`src/rtl/bits_pkg.sv`:
```
// rtl/bits_pkg.sv - shared types and constants for the bits lock controller
package bits_pkg;

    typedef enum logic [2:0] {
        ST_IDLE,
        ST_DRST,
        ST_SEARCH,
        ST_LOCKED,
        ST_DONE,
        ST_FAIL
    } state_t;

    // Detector reset pulse length; the detector latches its bank while in reset.
    localparam int DRST_CYCLES = 2;

    // Width of a bank select; a single bank still needs one bit of port.
    function automatic int bank_width(input int banks);
        return (banks > 1) ? $clog2(banks) : 1;
    endfunction

endpackage

```
`src/rtl/preamble_matcher.sv`:
```
// rtl/preamble_matcher.sv - preamble shift register and compare
// Ports: clk, rst (async, active-high), clr (sync clear), en (shift enable),
//        det_dat/det_vld (detector bit stream), match (combinational hit).
module preamble_matcher #(
    parameter int                PRE_LEN  = 6,
    parameter logic [PRE_LEN-1:0] PREAMBLE = 6'b101011
) (
    input  logic clk,
    input  logic rst,
    input  logic clr,
    input  logic en,
    input  logic det_dat,
    input  logic det_vld,
    output logic match
);

    logic [PRE_LEN-1:0] sr;
    logic [PRE_LEN-1:0] sr_nxt;

    // LSB-in, so the first received bit ends up at the MSB.
    assign sr_nxt = {sr[PRE_LEN-2:0], det_dat};

    always_ff @(posedge clk or posedge rst) begin
        if (rst) begin
            sr <= '0;
        end else if (clr) begin
            sr <= '0;
        end else if (en && det_vld) begin
            sr <= sr_nxt;
        end
    end

    // Compare against the value including the bit arriving this cycle.
    assign match = en && det_vld && (sr_nxt == PREAMBLE);

endmodule

```
`src/rtl/bits_lock_controller.sv`:
```
// rtl/bits_lock_controller.sv - sweeps detector banks until preamble lock, then forwards a frame
// Ports: clk, rst (async, active-high), start (acquisition request),
//        det_dat/det_vld (detector bits), det_rst/frequency_bank (detector control),
//        out_dat/out_vld (payload), locked, done/fail (one-cycle pulses).
// Option: BITS_LOCK_BANK_MEMORY_EN - start each sweep at the last locked bank.
module bits_lock_controller
    import bits_pkg::*;
#(
    parameter int                BANKS      = 4,
    parameter int                PRE_LEN    = 6,
    parameter logic [PRE_LEN-1:0] PREAMBLE   = 6'b101011,
    parameter int                TIMEOUT    = 64,
    parameter int                FRAME_BITS = 128
) (
    input  logic                         clk,
    input  logic                         rst,
    input  logic                         start,
    input  logic                         det_dat,
    input  logic                         det_vld,
    output logic                         det_rst,
    output logic [bank_width(BANKS)-1:0] frequency_bank,
    output logic                         out_dat,
    output logic                         out_vld,
    output logic                         locked,
    output logic                         done,
    output logic                         fail
);

    localparam int BANK_W  = bank_width(BANKS);
    localparam int CNT_MAX = (TIMEOUT > FRAME_BITS) ? TIMEOUT : FRAME_BITS;
    localparam int CNT_W   = $clog2(CNT_MAX + 1);
    localparam int TRIED_W = $clog2(BANKS + 1);
    localparam int DRST_W  = (DRST_CYCLES > 1) ? $clog2(DRST_CYCLES) : 1;

    state_t              state;
    state_t              state_nxt;
    logic [CNT_W-1:0]    bit_cnt;
    logic [CNT_W-1:0]    bit_cnt_inc;
    logic [TRIED_W-1:0]  tried;
    logic [TRIED_W-1:0]  tried_inc;
    logic [DRST_W-1:0]   drst_cnt;
    logic [BANK_W-1:0]   start_bank;
    logic [BANK_W-1:0]   next_bank;
    logic                match;
    logic                hit;
    logic                timeout;
    logic                last_bank;
    logic                drst_last;
    logic                frame_full;
    logic                fwd;

    preamble_matcher #(
        .PRE_LEN  (PRE_LEN),
        .PREAMBLE (PREAMBLE)
    ) u_matcher (
        .clk     (clk),
        .rst     (rst),
        .clr     (state == ST_DRST),
        .en      (state == ST_SEARCH),
        .det_dat (det_dat),
        .det_vld (det_vld),
        .match   (match)
    );

    assign bit_cnt_inc = bit_cnt + 1'b1;
    assign tried_inc   = tried + 1'b1;
    // A match needs a full preamble's worth of bits since the bank started.
    assign hit         = match && (bit_cnt_inc >= CNT_W'(PRE_LEN));
    assign timeout     = det_vld && (bit_cnt_inc == CNT_W'(TIMEOUT));
    assign last_bank   = (tried_inc == TRIED_W'(BANKS));
    assign next_bank   = (frequency_bank == BANK_W'(BANKS - 1)) ? '0 : frequency_bank + 1'b1;
    assign drst_last   = (drst_cnt == DRST_W'(DRST_CYCLES - 1));
    // The frame count saturates at FRAME_BITS so a late det_vld is never forwarded.
    assign frame_full  = (bit_cnt == CNT_W'(FRAME_BITS));
    assign fwd         = (state == ST_LOCKED) && det_vld && !frame_full;

`ifdef BITS_LOCK_BANK_MEMORY_EN
    logic [BANK_W-1:0] mem_bank;

    always_ff @(posedge clk or posedge rst) begin
        if (rst) begin
            mem_bank <= '0;
        end else if (state == ST_SEARCH && hit) begin
            mem_bank <= frequency_bank;
        end
    end

    assign start_bank = mem_bank;
`else
    assign start_bank = '0;
`endif

    always_ff @(posedge clk or posedge rst) begin
        if (rst) begin
            state <= ST_IDLE;
        end else begin
            state <= state_nxt;
        end
    end

    always_comb begin
        state_nxt = state;
        det_rst   = 1'b1;
        locked    = 1'b0;
        done      = 1'b0;
        fail      = 1'b0;
        case (state)
            ST_IDLE: begin
                if (start) state_nxt = ST_DRST;
            end
            ST_DRST: begin
                if (drst_last) state_nxt = ST_SEARCH;
            end
            ST_SEARCH: begin
                det_rst = 1'b0;
                if (hit) begin
                    state_nxt = ST_LOCKED;
                end else if (timeout) begin
                    state_nxt = last_bank ? ST_FAIL : ST_DRST;
                end
            end
            ST_LOCKED: begin
                det_rst = 1'b0;
                locked  = 1'b1;
                if (frame_full) state_nxt = ST_DONE;
            end
            ST_DONE: begin
                done      = 1'b1;
                state_nxt = ST_IDLE;
            end
            ST_FAIL: begin
                fail      = 1'b1;
                state_nxt = ST_IDLE;
            end
            default: state_nxt = ST_IDLE;
        endcase
    end

    always_ff @(posedge clk or posedge rst) begin
        if (rst) begin
            frequency_bank <= '0;
            bit_cnt        <= '0;
            tried          <= '0;
            drst_cnt       <= '0;
            out_dat        <= 1'b0;
            out_vld        <= 1'b0;
        end else begin
            out_vld <= fwd;
            if (fwd) out_dat <= det_dat;
            case (state)
                ST_IDLE: begin
                    if (start) begin
                        frequency_bank <= start_bank;
                        tried          <= '0;
                    end
                end
                ST_DRST: begin
                    drst_cnt <= drst_last ? '0 : drst_cnt + 1'b1;
                    bit_cnt  <= '0;
                end
                ST_SEARCH: begin
                    if (hit) begin
                        bit_cnt <= '0;
                    end else if (timeout) begin
                        tried <= tried_inc;
                        // On the final bank the select stays put for inspection.
                        if (!last_bank) frequency_bank <= next_bank;
                    end else if (det_vld) begin
                        bit_cnt <= bit_cnt_inc;
                    end
                end
                ST_LOCKED: begin
                    if (fwd) bit_cnt <= bit_cnt_inc;
                end
                default: begin
                end
            endcase
        end
    end

endmodule

```
`config.mk`:
```
export PLATFORM = sky130hd
export DESIGN_NAME = bits_lock_controller
export DESIGN_NICKNAME = d
export VERILOG_FILES = /design/src/rtl/bits_pkg.sv /design/src/rtl/preamble_matcher.sv /design/src/rtl/bits_lock_controller.sv
export SDC_FILE = /design/constraint.sdc
export NUM_CORES = 1
export LEC_CHECK = 0
export ABC_AREA = 1
export CELL_PAD_IN_SITES_DETAIL_PLACEMENT = 1
export CELL_PAD_IN_SITES_GLOBAL_PLACEMENT = 2
export CORE_MARGIN = 4
export CORE_UTILIZATION = 33
export DETAILED_ROUTE_END_ITERATION = 10
export PLACE_DENSITY_LB_ADDON = 0.1
export SLEW_MARGIN = 30
export SYNTH_ARGS = -nofsm -noshare
export SYNTH_HDL_FRONTEND = slang
export SYNTH_HIERARCHICAL = 1
export SYNTH_SLANG_ARGS = --single-unit
```
`constraint.sdc`:
```
create_clock -name clk -period 2.6 [get_ports clk]
set_input_delay 0.65 -clock clk [delete_from_list [all_inputs] [get_ports clk]]
set_output_delay 0.65 -clock clk [all_outputs]
set_load 0.05 [all_outputs]
```
==> flow_summary.toml, run 1 <==
[synth]
synthArstFlopShare = 1.00
yosys.area_share.simple = 0.483
syn_inst = 250
synth-seq-area-share = 0.349
yosysTopAreaCellShare = 0.349
synth_edf_count = 0
synthTopCellsByCount = "86 x nand2_1, 32 x inv_1, 32 x nand3_1, 24 x dfrtp_1, 15 x nor2_1"
synth_xor_area_frac = 0.00509
syn_area_um2 = 1720
synth_top_family_by_area = "simple AND/OR/NAND/NOR gates"
syn_area_per_cell_um2 = 6.89
synth_top_area_cell = "dfrtp_1"
synth_flop_cell = "dfrtp_1"
yosysMostFrequentCell = "nand2_1"
muxShareOfSynthArea = 0
synth_nets = 261
synth_cell_types = 26
yosys-top-cells-area = "dfrtp_1 35%, nand2_1 19%, nand3_1 9.3%"
synth_compound_area_frac = 0.0298
synth_fa_ha_area_frac = 0.0436
synth-seq-cells = 24
yosys_warnings = 6

[power]
pwr-share-seq = 0.298
swShare = 0.514
p_leak_nw = 1.11
internal_power_mw = 0.943
clkPwrFrac = 0.134
power_switching_mw = 0.998
comb_power_share = 0.568
p_per_area_nw_per_um2 = 976
irDropWorstVdd_uv = 411

[outcome]
status = "completed"

[placed_design]
dpl_worst_slack_ns = 0.321
placed_area_um2 = 1930
place.gp.congestion = 0.752
dp_hpwl_um = 3630
port-buffer-count = 12

[grt]
grt_pass1_vias = 1564
antenna_found_initial = 0
grt_util_all_layers = 0.158
grt_max_degree = 20
grt_first_pass_wirelength_um = 7740
overflow = 0

[timing]
max_freq_mhz = 410
holdWs_ns = 0.480
fin_setup_tns_ns = 0
worstMarginPinSlew_ns = 0.500
rsz0062_at_grt = "false"
slew_violations = 0
slew-limit-headroom = 0.666
setup_viol = 0
hold_violations = 0
fin_crit_ns = 2.44
period_share = 0.937
setup_slack_ns = 0.164
fin_skew_ns = 0.00675

[worst_setup_path]
worst-setup-path-type = "reg -> out"
worstSetupEndpointType = "output port"
arrival_ns = 1.79
startpoint_type = "register"
required_ns = 1.95
crit_fanout = 4

[hold_path]
hold_path_class = "reg -> reg"

[cts]
numCtsBuffers = 3
clkLatencyLatePin_ns = 0.27
clkTransAtPathRegs_ns = 0.08
cts_buffer_depth = 2
cts_tree = "done"
root_buffer = "clkbuf_8"
cts_resized = 0
ctsHoldBuffers = 0
clkSinkCount = 24
postCtsSetupBuffers = 0
cts_max_level = 1

[drt]
vias_per_cell = 4.53
vias = 1525
totalWireLength_um = 4460
antenna_left = 0
drtIter0Drc = 55
drc_errors = 0
wl_per_cell_um = 13.2
drt_first_pass_iters = 4

[floorplan]
rows = 26
num_io_pins = 13
die_x_um = 80.2
die_height_um = 80.2
core_um2 = 5070
start_util = 0.339
dieArea_um2 = 6440

[run]
drv_cap = 0

[layout]
fillers = 677
layout.nets = 279
area_growth_pct = 15.5
fin_area_um2 = 1990
register_area_um2 = 601
diodes = 0
drive_above_1_share = 0.165
multi_input_area_um2 = 966
final cells by class:
| class | count | share of cell area |
|---|---|---|
| Sequential cell | 24 | 0.302 |
| Clock buffer | 4 | 0.0277 |
| Tap cell | 70 | 0.0441 |
| Timing Repair Buffer | 15 | 0.0705 |
| Multi-Input combinational cell | 187 | 0.486 |
| Inverter | 37 | 0.0699 |
cell usage in the layout, fill, tap and decap left out, types with 2 or more instances in the layout:
cell	Yosys	layout
nand2_4	2	2
a21oi_1	3	3
or2_2	2	2
nor3_1	2	2
o21ai_0	3	3
nand2_2	11	11
nand3_4	2	2
clkbuf_8	0	4
nand2_1	86	86
buf_4	0	5
inv_1	32	32
o21ai_1	2	2
nor2_1	15	15
nor2_2	8	8
ha_1	6	6
inv_2	5	5
nand4_1	5	5
dfrtp_1	24	24
nand3_2	2	2
clkdlybuf4s50_1	0	9
nand3_1	32	32
power groups by stage:
stage	sequential [mW]	clock [mW]	combinational [mW]
floorplan	0.630	0	0.777
global placement	0.588	0	1.12
detailed placement	0.588	0	1.12
CTS	0.580	0.276	1.13
global route	0.595	0.288	1.26
finish	0.578	0.260	1.10
critical path, stage by stage, from the launching register on:
cell and delay (ns):
dfrtp_1 0.45, inv_1 0.10, nor3_1 0.14, clkdlybuf4s50_1 0.83
per-layer routing:
layer	part of all wire	vias to the layer above	GRT usage
met5	0	-	0
met4	0.012	0	0.0456
met3	0.014	5	0.0247
met2	0.49	6	0.269
met1	0.48	698	0.204
li1	-	816	-
cell families after synthesis:
family / after synthesis
xor gates and xnor gates: 1
buffers and inverters: 39
AOI/OAI and AO/OA: 9
DFF: 24
and+or+nand+nor: 171
adders and majority gates: 6
flip-flops by register name (all words and copies together), names as in the netlist:
signal,flops
bit_cnt,8
drst_cnt,1
frequency_bank,2
out_dat,1
out_vld,1
state,3
tried,3
u_matcher/sr,5
through the flow:
| stage | util | total power, mW | std cells |
|---|---|---|---|
| final | 0.392 | 1.94 | 337 |
| after global placement | 0.380 | 1.71 | 333 |
| after global routing | 0.392 | 2.14 | 337 |
| after floorplan | - | 1.41 | 250 |
| after detailed placement | 0.380 | 1.71 | 333 |
| after CTS | 0.391 | 1.98 | 337 |
worst paths after layout:
check	startpoint	endpoint	slack, ns	cells past startpoint
worst max register to register	bit_cnt[0]	bit_cnt[1]	0.49	13
worst max-delay path	state[2]	done	0.16	3
max in group asynchronous	rst	state[0]	1.66	3
worst min-delay path	drst_cnt	drst_cnt	0.48	2
min in group asynchronous	rst	u_matcher/sr[3]	0.60	2
worst min register to register	drst_cnt	drst_cnt	0.48	2
Power figures use the tool's default switching activity.
==> inputs of run 2 (changes only) <==
--- a/config.mk
+++ b/config.mk
@@ -8,6 +8,7 @@
 export ABC_AREA = 1
 export CELL_PAD_IN_SITES_DETAIL_PLACEMENT = 1
 export CELL_PAD_IN_SITES_GLOBAL_PLACEMENT = 2
+export CORE_ASPECT_RATIO = 0.9
 export CORE_MARGIN = 4
 export CORE_UTILIZATION = 33
 export DETAILED_ROUTE_END_ITERATION = 10
==> run 2 against run 1 <==
Compared with the run above: final cell count fell by 1.2%; flip-flop and latch count did not move; setup slack got worse by 0.067 ns; sequential power barely moved; combinational power rose by 4%; critical path depth rose by 1; largest cell class unchanged; largest power group unchanged.
==> flow_summary.toml, run 2 (synthesis results as in run 1) <==
[outcome]
status = "completed"

[cts]
ctsHoldBuffers = 0
clkTransAtPathRegs_ns = 0.10
root_buffer = "clkbuf_8"
postCtsSetupBuffers = 0
cts_buffer_depth = 2
numCtsBuffers = 3
clkSinkCount = 24
cts_resized = 0
clkLatencyLatePin_ns = 0.28
cts_max_level = 1
cts_tree = "done"

[power]
p_leak_nw = 1.10
p_per_area_nw_per_um2 = 1030
power_mw = 2.06
irDropWorstVdd_uv = 703

[worst_setup_path]
startpoint_type = "register"
crit_start = "state[1]"
r2r_end = "bit_cnt[0]"
crit_fanout = 4
r2r_cells = 13
crit_end = "fail"
required_ns = 1.95
arrival_ns = 1.85
r2r_slack_ns = 0.36
regToRegStartpoint = "bit_cnt[0]"
worst-setup-path-type = "reg -> out"
worstSetupEndpointType = "output port"

[run]
drv_cap = 0

[drt]
totalWireLength_um = 4620
wl_per_cell_um = 13.9
vias_per_cell = 4.72
drtIter0Drc = 69
antenna_left = 0
drt_first_pass_iters = 4
vias = 1572
drc_errors = 0

[layout]
diodes = 0
utilization = 0.404
drive_above_1_share = 0.168
fillers = 645
layout_common_cells = "86 x nand2_1, 32 x inv_1, 32 x nand3_1"
biggestRegsByFlops = "bit_cnt: 8 flops, u_matcher/sr: 5 flops"
largest_register = "bit_cnt"
final_cells = 333
area_growth_pct = 16.4
largest_reg_flops = 8
layout.nets = 280
final_common_cell = "nand2_1"

[timing]
fin_setup_tns_ns = 0
slew_violations = 0
fin_crit_ns = 2.50
setup_slack_ns = 0.0962
hold_violations = 0
slew-limit-headroom = 0.662
rsz0062_at_grt = "false"
setup_viol = 0
worstMarginPinSlew_ns = 0.505
fin_skew_ns = 0.00737
period_share = 0.963
max_freq_mhz = 399

[floorplan]
dieArea_um2 = 6440
core_um2 = 4950
die_height_um = 76.5
start_util = 0.347
die_x_um = 84.1
rows = 24
num_io_pins = 13

[placed_design]
dp_hpwl_um = 3700
place.gp.congestion = 0.749
placedCellCount = 329
dpl_worst_slack_ns = 0.313
port-buffer-count = 12

[grt]
grt_util_all_layers = 0.153
grt_max_degree = 20
grt_pass1_vias = 1621
grt_first_pass_wirelength_um = 8020
antenna_found_initial = 0
overflow = 0

[hold_path]
hold_path_class = "reg -> reg"
-- run 2: worst min path at each step --
| stage | start | endpoint | slack, ns | depth (start not counted) |
|---|---|---|---|---|
| global route | drst_cnt | drst_cnt | 0.53 | 2 |
| finish | drst_cnt | drst_cnt | 0.48 | 2 |
| floorplan | rst | u_matcher/sr[0] | 0.43 | 1 |
| global placement | drst_cnt | drst_cnt | 0.45 | 2 |
| CTS | drst_cnt | drst_cnt | 0.49 | 2 |
| detailed placement | drst_cnt | drst_cnt | 0.47 | 2 |
-- run 2: final cells by class --
| class | count | area, µm² | share of cell area |
|---|---|---|---|
| multi-input combinational | 187 | 966 | 0.482 |
| timing repair buffer | 16 | 145 | 0.0725 |
| clock buffer | 3 | 41.3 | 0.0206 |
| inverter | 37 | 139 | 0.0693 |
| sequential | 24 | 601 | 0.300 |
| tap | 65 | 81.3 | 0.0406 |
| clock inverter | 1 | 30.0 | 0.0150 |
-- run 2: per-layer routing --
layer | vias up | global-route usage | part of all wire
li1 | 817 | - | -
met1 | 741 | 0.221 | 0.53
met2 | 12 | 0.240 | 0.45
met3 | 2 | 0.0303 | 0.022
met4 | 0 | 0.0193 | 0.0041
met5 | - | 0 | 0
-- run 2: worst max-delay path, cell delays in order (launching register included) --
cell and delay, ns:
dfrtp_1 0.42, inv_1 0.18, nand2_1 0.09, nor2_1 0.09, clkdlybuf4s50_1 0.80
-- run 2: report_power, final --
part	leakage, nW	internal (mW)	total, mW	switching (mW)
combinational	0.740	0.348	1.14	0.794
clock	0.0357	0.206	0.341	0.135
sequential	0.324	0.471	0.581	0.110
total	1.10	1.03	2.06	1.04
-- run 2: metrics by stage --
stage | hold WS [ns] | area, µm²
6_report | 0.483 | 2000
2_1_floorplan | 0.429 | 1720
3_3_place_gp | 0.454 | 1930
3_5_place_dp | 0.466 | 1930
5_1_grt | 0.525 | 2000
4_1_cts | 0.493 | 2000
